$ cat src/rtl/wb_unit_pkg.sv
// Shared definitions for the writeback stage: default widths and load encodings.
package wb_unit_pkg;

  localparam int XLEN_DEF        = 32;
  localparam int RFIDX_WIDTH_DEF = 5;

  // Load funct3 encodings as seen on the LSU response.
  typedef enum logic [2:0] {
    LOAD_LB  = 3'b000,
    LOAD_LH  = 3'b001,
    LOAD_LW  = 3'b010,
    LOAD_LBU = 3'b100,
    LOAD_LHU = 3'b101
  } load_op_e;

endpackage

$ cat src/rtl/wb_unit_load_fmt.sv
// Load result formatter: picks the byte/half addressed by addr_lo and extends it.
// Purely combinational so a future forwarding path can reuse it.
module load_fmt
  import wb_unit_pkg::*;
#(
  parameter int XLEN = XLEN_DEF
) (
  input  logic [XLEN-1:0] data,
  input  logic [2:0]      funct3,
  input  logic [1:0]      addr_lo,
  output logic [XLEN-1:0] result
);

  logic [7:0]  byte_sel;
  logic [15:0] half_sel;

  // Lane extraction then extension by load type; unknown types act as LW.
  always_comb begin
    case (addr_lo)
      2'd0:    byte_sel = data[7:0];
      2'd1:    byte_sel = data[15:8];
      2'd2:    byte_sel = data[23:16];
      default: byte_sel = data[31:24];
    endcase
    // addr_lo[0] is ignored: the LSU only issues aligned halfwords.
    half_sel = addr_lo[1] ? data[31:16] : data[15:0];
    case (funct3)
      LOAD_LB:  result = {{(XLEN-8){byte_sel[7]}}, byte_sel};
      LOAD_LH:  result = {{(XLEN-16){half_sel[15]}}, half_sel};
      LOAD_LBU: result = {{(XLEN-8){1'b0}}, byte_sel};
      LOAD_LHU: result = {{(XLEN-16){1'b0}}, half_sel};
      default:  result = data;
    endcase
  end

endmodule

$ cat src/rtl/wb_unit.sv
// Writeback stage: sole driver of the register file write port. Merges
// backpressure-free ALU results with queued load responses, and stalls the
// ALU when a load has waited too long at the queue head.
module wb_unit
  import wb_unit_pkg::*;
#(
  parameter int XLEN         = XLEN_DEF,
  parameter int RFIDX_WIDTH  = RFIDX_WIDTH_DEF,
  parameter int LQ_DEPTH     = 2,
  parameter int STARVE_LIMIT = 4
) (
  input  logic                   clk,
  input  logic                   rst,
  input  logic                   alu_valid,
  input  logic [RFIDX_WIDTH-1:0] alu_rd,
  input  logic [XLEN-1:0]        alu_data,
  output logic                   alu_stall,
  input  logic                   lsu_valid,
  output logic                   lsu_ready,
  input  logic [RFIDX_WIDTH-1:0] lsu_rd,
  input  logic [XLEN-1:0]        lsu_data,
  input  logic [2:0]             lsu_funct3,
  input  logic [1:0]             lsu_addr_lo,
  output logic                   reg_write,
  output logic [RFIDX_WIDTH-1:0] write_addr,
  output logic [XLEN-1:0]        write_data,
  output logic                   wb_busy
);

  localparam int PTR_W = $clog2(LQ_DEPTH);
  localparam int CNT_W = $clog2(LQ_DEPTH + 1);
  localparam int AGE_W = $clog2(STARVE_LIMIT + 1);

  // Load queue storage, one array per field.
  logic [RFIDX_WIDTH-1:0] q_rd     [LQ_DEPTH];
  logic [XLEN-1:0]        q_data   [LQ_DEPTH];
  logic [2:0]             q_funct3 [LQ_DEPTH];
  logic [1:0]             q_addr   [LQ_DEPTH];

  logic [PTR_W-1:0] wr_ptr, rd_ptr;
  logic [CNT_W-1:0] count;
  logic [AGE_W-1:0] age;

  logic             q_nonempty;
  logic             push, pop, alu_sel;
  logic [XLEN-1:0]  head_fmt;

  assign q_nonempty = (count != '0);
  assign wb_busy    = q_nonempty;
  // Readiness depends on occupancy only; a same-cycle pop does not make room.
  assign lsu_ready  = !rst && (count != CNT_W'(LQ_DEPTH));
  assign alu_stall  = !rst && q_nonempty && (age >= AGE_W'(STARVE_LIMIT));
  assign push       = lsu_valid && lsu_ready;
  // ALU has priority unless the starvation guard fires; loads fill idle slots.
  assign alu_sel    = alu_valid && !alu_stall;
  assign pop        = !rst && !alu_sel && q_nonempty;

  load_fmt #(.XLEN(XLEN)) u_fmt (
    .data    (q_data[rd_ptr]),
    .funct3  (q_funct3[rd_ptr]),
    .addr_lo (q_addr[rd_ptr]),
    .result  (head_fmt)
  );

  // Queue payload; contents are don't-care until pushed, so no reset.
  always_ff @(posedge clk) begin
    if (push) begin
      q_rd[wr_ptr]     <= lsu_rd;
      q_data[wr_ptr]   <= lsu_data;
      q_funct3[wr_ptr] <= lsu_funct3;
      q_addr[wr_ptr]   <= lsu_addr_lo;
    end
  end

  // Queue pointers and occupancy; pointers wrap since depth is a power of two.
  always_ff @(posedge clk) begin
    if (rst) begin
      wr_ptr <= '0;
      rd_ptr <= '0;
      count  <= '0;
    end else begin
      if (push) wr_ptr <= wr_ptr + 1'b1;
      if (pop)  rd_ptr <= rd_ptr + 1'b1;
      case ({push, pop})
        2'b10:   count <= count + 1'b1;
        2'b01:   count <= count - 1'b1;
        default: count <= count;
      endcase
    end
  end

  // Head age: counts cycles the head waits, saturating at the stall threshold.
  always_ff @(posedge clk) begin
    if (rst || pop || !q_nonempty)
      age <= '0;
    else if (age < AGE_W'(STARVE_LIMIT))
      age <= age + 1'b1;
  end

  // Registered write port; x0 targets are consumed without a write.
  always_ff @(posedge clk) begin
    if (rst) begin
      reg_write  <= 1'b0;
      write_addr <= '0;
      write_data <= '0;
    end else if (alu_sel) begin
      reg_write <= (alu_rd != '0);
      if (alu_rd != '0) begin
        write_addr <= alu_rd;
        write_data <= alu_data;
      end
    end else if (pop) begin
      reg_write <= (q_rd[rd_ptr] != '0);
      if (q_rd[rd_ptr] != '0) begin
        write_addr <= q_rd[rd_ptr];
        write_data <= head_fmt;
      end
    end else begin
      reg_write <= 1'b0;
    end
  end

endmodule

$ cat config.mk
export PLATFORM = sky130hd
export DESIGN_NAME = wb_unit
export DESIGN_NICKNAME = d
export VERILOG_FILES = /design/src/rtl/wb_unit_pkg.sv /design/src/rtl/wb_unit_load_fmt.sv /design/src/rtl/wb_unit.sv
export SDC_FILE = /design/constraint.sdc
export NUM_CORES = 1
export LEC_CHECK = 0
export ABC_AREA = 1
export CORE_ASPECT_RATIO = 1.25
export CORE_MARGIN = 1.5
export CORE_UTILIZATION = 55
export CTS_CLUSTER_SIZE = 24
export DETAILED_ROUTE_END_ITERATION = 6
export GPL_TIMING_DRIVEN = 0
export PLACE_DENSITY = 0.9
export SETUP_SLACK_MARGIN = 0.4
export SYNTH_ARGS = -nofsm -noshare
export SYNTH_HDL_FRONTEND = slang
export SYNTH_SLANG_ARGS = --single-unit
$ cat constraint.sdc
create_clock -name clk -period 5.06 [get_ports clk]
set_clock_uncertainty 0.05 [all_clocks]
set_input_delay 0.506 -clock clk [delete_from_list [all_inputs] [get_ports clk]]
set_output_delay 0.506 -clock clk [all_outputs]
set_load 0.005 [all_outputs]
Word level (Yosys, flattened, before mapping)
Memories as Yosys holds them, arrays and structs flattened. A register that Yosys moved wholly into a read port is not among the register bits.
Index checks and enable logic that the tools add are counted.
{"block": "classes", "n_addsub": 5, "n_lt_le_gt_ge": 2, "n_eq_ne": 9, "muxes": 24, "reduce_logical": 22}
{"cell": "two-way mux 32 bit", "n": 4}
{"cell": "case mux 32 bit (4 select lines)", "n": 1}
{"cell": "case mux 8 bit (3 select lines)", "n": 1}
{"cell": "two-way mux 5 bit", "n": 4}
{"cell": "two-way mux 16 bit", "n": 1}
{"cell": "two-way mux 1 bit", "n": 12}
{"cell": "nonzero test 5 bit", "n": 2}
{"cell": "nonzero test 2 bit", "n": 4}
{"cell": "logical AND 1 bit", "n": 7}
{"cell": "equality test 3 bit (second input constant)", "n": 2}
{"cell": "equality test 2 x 1 -> 1 bit (second input constant)", "n": 2}
{"cell": "equality test 2 bit (second input constant)", "n": 2}
{"cell": "zero test 1 bit", "n": 4}
{"cell": "case mux 2 bit (2 select lines)", "n": 1}
{"cell": "adder 3 x 1 -> 3 bit (second input constant)", "n": 1}
{"cell": "equality test 3 x 1 -> 1 bit (second input constant)", "n": 1}
{"cell": ">= comparator 3 bit (second input constant)", "n": 1}
{"cell": "zero test 3 bit", "n": 1}
{"cell": "< comparator 3 bit (second input constant)", "n": 1}
{"cell": "AND reduction 3 bit", "n": 1}
{"cell": "adder 1 bit (second input constant)", "n": 2}
{"cell": "adder 2 x 1 -> 2 bit (second input constant)", "n": 1}
{"cell": "zero test 2 bit", "n": 1}
{"cell": "logical OR 1 bit", "n": 2}
{"cell": "other kinds (3)", "n": 3}
{"block": "word_totals", "register_bits": 45, "mem_bits_rw": 84, "out_inout_bits": 41, "n_memories": 4}
{"name": "q_data", "words": 2, "word_bits": 32, "read_ports": 1, "rd_clocked_by_memory_dff": 1, "wr": 1, "line_no": "wb_unit.sv:36", "text": "logic [XLEN-1:0] q_data [LQ_DEPTH];"}
{"name": "q_rd", "words": 2, "word_bits": 5, "read_ports": 1, "rd_clocked_by_memory_dff": 1, "wr": 1, "line_no": "wb_unit.sv:35", "text": "logic [RFIDX_WIDTH-1:0] q_rd [LQ_DEPTH];"}
{"name": "q_funct3", "words": 2, "word_bits": 3, "read_ports": 1, "rd_clocked_by_memory_dff": 1, "wr": 1, "line_no": "wb_unit.sv:37", "text": "logic [2:0] q_funct3 [LQ_DEPTH];"}
{"name": "q_addr", "words": 2, "word_bits": 2, "read_ports": 1, "rd_clocked_by_memory_dff": 1, "wr": 1, "line_no": "wb_unit.sv:38", "text": "logic [1:0] q_addr [LQ_DEPTH];"}

Longest topological paths before layout
Gate-level depths: netlist of the first run.
{"block": "logic_depth", "word_depth": 10, "mapped_depth": 15, "mapped_depth_nobuf": 12}

By module
From an unflattened synthesis of the first run, not the netlist that was laid out.
{"block": "unflattened", "hier_cells": 768, "area_unflattened_um2": 6391.1}
{"mod": "wb_unit", "n_inst": 1, "cells_each": 605, "area_per_inst_um2": 5532.8, "seq_area_each_um2": 3443.3}
{"mod": "load_fmt", "n_inst": 1, "cells_each": 163, "area_per_inst_um2": 858.3, "seq_area_each_um2": 0.0}

Worst setup path after synthesis of the first run
OpenSTA, ideal clock, no wires.
{"block": "synth_path", "path_kind": "in2reg", "startpoint": "input rst", "endpoint": "memory q_addr[0][0] (enable)", "arrival_ns": 2.611, "slack_ns": 1.958, "stages": 3, "path_buffers": 0, "path_cell_list": "a21oi_1 -> nand2_1 -> nor2_1"}
{"block": "synth_between", "elab_chain_cells": 5}
{"item": "from (decl)", "line_no": "wb_unit.sv:13", "text": "input logic rst,"}
{"item": "zero test 1 bit", "line_no": "wb_unit.sv:51", "text": "assign lsu_ready = !rst && (count != CNT_W'(LQ_DEPTH));"}
{"item": "logical AND 1 bit", "line_no": "wb_unit.sv:51"}
{"item": "logical AND 1 bit", "line_no": "wb_unit.sv:53", "text": "assign push = lsu_valid && lsu_ready;"}
{"item": "two-way mux 1 bit", "line_no": "wb_unit.sv:67", "text": "if (push) begin"}
{"item": "two-way mux 1 bit (implied by the code)", "line_no": "wb_unit.sv:71", "text": "q_addr[wr_ptr] <= lsu_addr_lo;"}
{"item": "to (decl)", "line_no": "wb_unit.sv:38"}
No other way between the ends.

Worst setup path after layout of the first run
{"block": "layout_path", "startpoint": "input rst", "endpoint": "output alu_stall"}
{"block": "layout_between", "elab_chain_cells": 3}
{"item": "zero test 1 bit", "line_no": "wb_unit.sv:52", "text": "assign alu_stall = !rst && q_nonempty && (age >= AGE_W'(STARVE_LIMIT));"}
{"item": "logical AND 1 bit (2 in series)", "line_no": "wb_unit.sv:52"}
{"item": "to (decl)", "line_no": "wb_unit.sv:17", "text": "output logic alu_stall,"}
No other way between the ends.

==> flow_summary.toml, run 1 <==
[synth]
seq_area_frac_synth = 0.576
synthesis.instances = 701
netlist_top_cells_area = "sky130_fd_sc_hd__edfxtp_1 (42%), sky130_fd_sc_hd__nand2_1 (18%), sky130_fd_sc_hd__dfxtp_1 (15%)"
register_bit_total_from_synthesis = 130
synth_cell_types = 30
avgSynthCellArea_sq_um = 8.52
yosysMostFrequentCell = "sky130_fd_sc_hd__nand2_1"
synth-edff-count = 84
cell_accounting_for_the_most_synthesized_area = "sky130_fd_sc_hd__edfxtp_1"
leading_cell_types_by_count_after_synthesis = "sky130_fd_sc_hd__nand2_1 (288), sky130_fd_sc_hd__edfxtp_1 (84), sky130_fd_sc_hd__nor2_1 (58)"
mappedNetlistArea_sq_um = 5970
post-synth-top-area-fraction = 0.422
asyncSetResetFlopFracSynth = 0
synth_nets = 786
ys_flop_type = "sky130_fd_sc_hd__edfxtp_1"
synthesis.yosys.warnings = 0

[grt]
grt-ovfl-total = 0
grt_start_max_net_pins = 36
wire_length_of_the_first_global_routing_pass_microns = 25700
grt_antenna_before_repair = 0
via_count_of_the_first_global_routing_pass = 5460
grtUsageTotal = 0.300

[job]
max_cap_violations = 0

[routing]
route.vias.total = 5333
drt_first_pass_iters = 7
vias_per_cell = 5.39
count_of_antenna_violating_nets_left_after_detailed_routing = 0
drc = 2
initialDrtViolationCount = 321
total_wirelength_microns = 16100
drt-wirelength-per-cell_microns = 16.3

[finish]
layout.core_utilization = 0.758
num-fill-cells = 753
final_nets = 930
instances_no_fill = 990
finish.instance_area_sq_um = 8010
register_area_sq_um = 3440
drive_gt1_frac = 0.0944
multi_input_comb_area_sq_um = 2210
area_growth_synth_to_finish_pct = 34.1
antennaDiodeCount = 0

[clocking]
clkSinkCount = 130
cts_buffers = 17
cts.clk_slew.worst_paths_ps = 60
resized_cells_post_cts = 0
cts_tree = "yes"
clock_tree.buffer_depth = 2
clock-root-buffer = "sky130_fd_sc_hd__clkbuf_16"
clock_latency_ps = 410
h-tree-depth = 4
post-cts-setup-buffers = 0
postCtsHoldBufs = 0

[sta]
worst_pin_slew_ps = 576
final.min_clock_period_ps = 2490
setup_repair_after_global_routing_missed_its_margin = "no"
worst_hold_slack_ps = 374
slew-limit-headroom = 0.616
finalSetupViolations = 0
final-max-slew-violation-count = 0
totalNegativeSetupSlack_ps = 0
timing.fmax_ghz = 0.401
final-hold-violation-count = 0
timing.final.ws_setup_ps = 2570
min_period_over_period = 0.493

[placement]
placed_cells = 958
port_buffers = 123
gp_congestion = 0.929
detailedPlacementHpwl_microns = 11900
dpl-instance-area_sq_um = 7430
pre_cts_slack_ps = 2380

[run_status]
outcome = "finished with violations"
violations = "DRC"

[power_and_ir_drop]
power.density_cell_area_nw_per_um2 = 356
peakVddDrop_mv = 0.282
static_leakage_nw = 3.43
report.power.total_mw = 2.85

[floorplanning]
die_h_microns = 120
design.die.area_sq_um = 11500
initial_core_util = 0.566
io_pins = 124
rows = 42
core_region_area_sq_um = 10600
die_width_microns = 96.2

[hold_path]
timing.hold.worst_path_depth = 1
hold_endpoint = "age[0]"
holdCritPathClass = "flip-flop to flip-flop"
hold_path.startpoint = "age[0]"

[setup_path]
rr_worst_depth = 11
cp-end-kind = "primary output"
crit_path_start = "rst"
critPathRequiredTime_ps = 4500
cp.buffers_inverters = 3
path_common_cell = "sky130_fd_sc_hd__clkdlybuf4s50_1"
crit_arrival_ps = 1940
critPathLaunchType = "input pin"
critPathKind = "input pin to primary output"
timing.critical_path.slowest_cell_delay_ps = 540
rr_endpoint = "write_data[30]"
critical_path.slowest_cell = "sky130_fd_sc_hd__clkdlybuf4s50_1"
cp_top_family = "buffers and inverters"
critical_path.max_fanout = 5
path_cells = "clkdlybuf4s50_1, nor2_1, nand2_1, inv_1, clkdlybuf4s50_1"
regToRegSetupSlack_ps = 2780
==> final cells by class <==
cell class	count	area share
Buffer	29	0.0194
Clock buffer	17	0.0531
Clock inverter	15	0.0198
Inverter	47	0.0220
Multi-Input combinational cell	495	0.276
Sequential cell	130	0.430
Tap cell	132	0.0206
Timing Repair Buffer	125	0.159
==> worst reg2reg max path: stages (launching register included) <==
cell and delay, ps:
sky130_fd_sc_hd__dfxtp_1 300, sky130_fd_sc_hd__buf_4 150, sky130_fd_sc_hd__buf_2 190, sky130_fd_sc_hd__o21ai_0 450, sky130_fd_sc_hd__nand2_1 170, sky130_fd_sc_hd__nand3_1 150, sky130_fd_sc_hd__nand2_2 160, sky130_fd_sc_hd__nand2_4 150
sky130_fd_sc_hd__buf_6 140, sky130_fd_sc_hd__nand3b_1 80, sky130_fd_sc_hd__nand2_1 120, sky130_fd_sc_hd__nand2_1 60
==> state kept, by name, summed over array words and instances, names as in the netlist, named ones only <==
name and cells:
q_data 64, rd_ptr 1, age 3, q_rd 10, reg_write 1, wr_ptr 1
q_addr 4, write_data 32, count 2, write_addr 5, q_funct3 6
==> worst max-delay path by stage <==
stage / endpoint / slack (ps) / depth (start not counted)
after global placement: q_data[0][24] / 530 / 4
after global routing: alu_stall / 2480 / 5
after CTS: alu_stall / 2570 / 5
after detailed placement: write_data[30] / 2380 / 12
after floorplan: q_addr[0][0] / 1960 / 3
final: alu_stall / 2570 / 5
==> power by group <==
group | internal [mW] | switching [mW] | total [mW]
clock network | 0.730 | 0.470 | 1.20
registers | 1.19 | 0.0277 | 1.22
logic | 0.196 | 0.237 | 0.434
==> cell usage in the layout, fill, tap and decap left out, types with 2 or more instances in the layout <==
cell type,synthesis,layout
sky130_fd_sc_hd__clkbuf_16,0,17
sky130_fd_sc_hd__ha_1,2,2
sky130_fd_sc_hd__buf_1,2,2
sky130_fd_sc_hd__nor2_4,2,4
sky130_fd_sc_hd__clkbuf_1,9,9
sky130_fd_sc_hd__edfxtp_1,84,84
sky130_fd_sc_hd__nand2_2,6,6
sky130_fd_sc_hd__buf_2,13,13
sky130_fd_sc_hd__or2_2,10,10
sky130_fd_sc_hd__nand3_1,35,35
sky130_fd_sc_hd__bufinv_16,0,2
sky130_fd_sc_hd__a21oi_1,18,18
sky130_fd_sc_hd__clkdlybuf4s50_1,0,123
sky130_fd_sc_hd__nand2_4,3,3
sky130_fd_sc_hd__nand2_1,288,288
sky130_fd_sc_hd__buf_6,3,3
sky130_fd_sc_hd__o21ai_1,3,3
sky130_fd_sc_hd__inv_1,43,43
sky130_fd_sc_hd__nor2_2,2,2
sky130_fd_sc_hd__clkinv_4,0,2
sky130_fd_sc_hd__clkinv_1,1,2
sky130_fd_sc_hd__nor2_1,58,56
sky130_fd_sc_hd__inv_2,3,3
sky130_fd_sc_hd__o211ai_1,3,3
sky130_fd_sc_hd__o21a_1,2,2
sky130_fd_sc_hd__inv_6,0,3
sky130_fd_sc_hd__o21ai_0,39,39
sky130_fd_sc_hd__clkinv_2,0,2
sky130_fd_sc_hd__clkinvlp_4,0,4
sky130_fd_sc_hd__nand3b_1,19,19
sky130_fd_sc_hd__dfxtp_1,46,46
sky130_fd_sc_hd__buf_12,0,2
sky130_fd_sc_hd__buf_4,2,2
==> routing by layer <==
metal,GRT usage,vias up,share of wire
li1,-,2554,-
met1,0.337,2452,0.38
met2,0.507,257,0.51
met3,0.0640,70,0.060
met4,0.187,0,0.049
met5,0,-,0
==> cells by family (layout without fill, tap and decap cells) <==
family          after synthesis  count (layout)  synth area share
fa+ha+maj                     2               2           0.00419
mux                           1               1           0.00168
flops                       130             130             0.576
buf+inv                      76             233            0.0555
compound gates               68              68            0.0607
simple gates                424             424             0.302
Note: power is estimated with default switching activity, not from simulation.
==> run 2, diff against run 1 <==
Settings changed: CORE_UTILIZATION 55 to 51, PLACE_DENSITY 0.9 to 0.85.
Clock period 5.06 ns to 2.6 ns, I/O delays scaled along.
==> flow_summary.toml, run 2 (synthesis results as in run 1) <==
[finish]
drive_gt1_frac = 0.109
instances_no_fill = 999
final_cell_mix = "sky130_fd_sc_hd__nand2_1 (286), sky130_fd_sc_hd__clkdlybuf4s50_1 (123), sky130_fd_sc_hd__edfxtp_1 (84), sky130_fd_sc_hd__nor2_1 (56), sky130_fd_sc_hd__dfxtp_1 (46)"
reg_top3 = "q_data: 64 flops, write_data: 32 flops, q_rd: 10 flops"
area_growth_synth_to_finish_pct = 36.8
antennaDiodeCount = 0
largest_register_ff_count = 64
num-fill-cells = 810
final_nets = 934
largest_register = "q_data"
finish.instance_area_sq_um = 8170
mostFrequentLayoutCell = "sky130_fd_sc_hd__nand2_1"

[sta]
setup_repair_after_global_routing_missed_its_margin = "yes"
timing.final.ws_setup_ps = 495
final.min_clock_period_ps = 2110
finalSetupViolations = 0
timing.fmax_ghz = 0.475
min_period_over_period = 0.810
final-hold-violation-count = 0
worst_hold_slack_ps = 365
final-max-slew-violation-count = 0
slew-limit-headroom = 0.630
worst_pin_slew_ps = 554

[setup_path]
critPathRequiredTime_ps = 2860
critPathKind = "flip-flop to flip-flop"
critical_path.max_fanout = 10
rr_worst_depth = 14
critPathLaunchType = "flip-flop"
cp-end-kind = "flip-flop"
crit_arrival_ps = 2370

[routing]
initialDrtViolationCount = 437
drc = 0
total_wirelength_microns = 15200
vias_per_cell = 5.13
drt-wirelength-per-cell_microns = 15.2
route.vias.total = 5126
count_of_antenna_violating_nets_left_after_detailed_routing = 0
drt_first_pass_iters = 6

[clocking]
cts_tree = "yes"
clkSinkCount = 130
clock_tree.buffer_depth = 2
h-tree-depth = 4
cts_buffers = 17
clock-root-buffer = "sky130_fd_sc_hd__clkbuf_16"
cts.clk_slew.worst_paths_ps = 60
clock_latency_ps = 420

[power_and_ir_drop]
peakVddDrop_mv = 0.459
static_leakage_nw = 3.51
report.power.total_mw = 5.85
power.density_cell_area_nw_per_um2 = 716

[floorplanning]
die_width_microns = 99.8
initial_core_util = 0.519
die_h_microns = 124
rows = 44
design.die.area_sq_um = 12400
io_pins = 124
core_region_area_sq_um = 11500

[placement]
dpl-instance-area_sq_um = 7430
detailedPlacementHpwl_microns = 10800
placed_cells = 964
pre_cts_slack_ps = 172
port_buffers = 123
gp_congestion = 0.913

[grt]
grt-ovfl-total = 0
grt_antenna_before_repair = 0
wire_length_of_the_first_global_routing_pass_microns = 23200
grtUsageTotal = 0.249
grt_start_max_net_pins = 27
via_count_of_the_first_global_routing_pass = 4725

[run_status]
outcome = "finished, final reports clean"

[hold_path]
holdCritPathClass = "input pin to flip-flop"
timing.hold.worst_path_depth = 1

[job]
max_cap_violations = 0
run 2: final timing paths:
| check | from | to | slack [ps] |
|---|---|---|---|
| setup reg to reg | flip-flop | write_data[30] | 490 |
| hold / removal | lsu_data[16] | q_data[0][16] | 360 |
| setup / recovery | flip-flop | write_data[30] | 490 |
| hold reg to reg | age[0] | age[0] | 380 |
run 2: through the flow:
stage | TNS, ps | utilization
after global placement | -59490 | 0.642
after detailed placement | 0 | 0.646
after global routing | 0 | 0.710
after CTS | 0 | 0.703
after floorplan | 0 | -
final | 0 | 0.710
run 2: per-layer routing:
| layer | share of wire | GRT usage |
|---|---|---|
| met5 | 0 | 0 |
| met4 | 0.030 | 0.121 |
| met3 | 0.058 | 0.0589 |
| met2 | 0.51 | 0.427 |
| met1 | 0.40 | 0.294 |
run 2: layout make-up:
type / count / area, sq um / area share
Clock buffer: 17 / 425 / 0.0520
Timing Repair Buffer: 129 / 1310 / 0.161
Clock inverter: 14 / 228 / 0.0279
Buffer: 29 / 173 / 0.0211
Multi-Input combinational cell: 495 / 2240 / 0.274
Inverter: 47 / 176 / 0.0216
Tap cell: 138 / 173 / 0.0211
Sequential cell: 130 / 3440 / 0.421
run 2: critical path: stages, from the launching register on:
cell                      delay (ps)
sky130_fd_sc_hd__dfxtp_1         360
sky130_fd_sc_hd__buf_4           170
sky130_fd_sc_hd__inv_2            70
sky130_fd_sc_hd__buf_6           140
sky130_fd_sc_hd__nand2_1          50
sky130_fd_sc_hd__nand2_1          70
sky130_fd_sc_hd__nor2_1          130
sky130_fd_sc_hd__nand3_1         130
sky130_fd_sc_hd__nand2_1         150
sky130_fd_sc_hd__nand2_2         100
sky130_fd_sc_hd__nand2_2         160
sky130_fd_sc_hd__buf_4           200
sky130_fd_sc_hd__nor2_1           50
sky130_fd_sc_hd__nand2_1          80
sky130_fd_sc_hd__nand2_1          50
run 2: timing repair:
item	in CTS	in global routing
pin swaps	0	2
endpoints found under the setup margin	13	35
setup buffers	0	4
hold buffers	0	0
gates resized for setup	2	29
run 2: power breakdown:
group	total [mW]	switching [mW]	internal, mW
Clock	2.62	0.912	1.71
Sequential	2.37	0.0493	2.32
Combinational	0.863	0.464	0.400
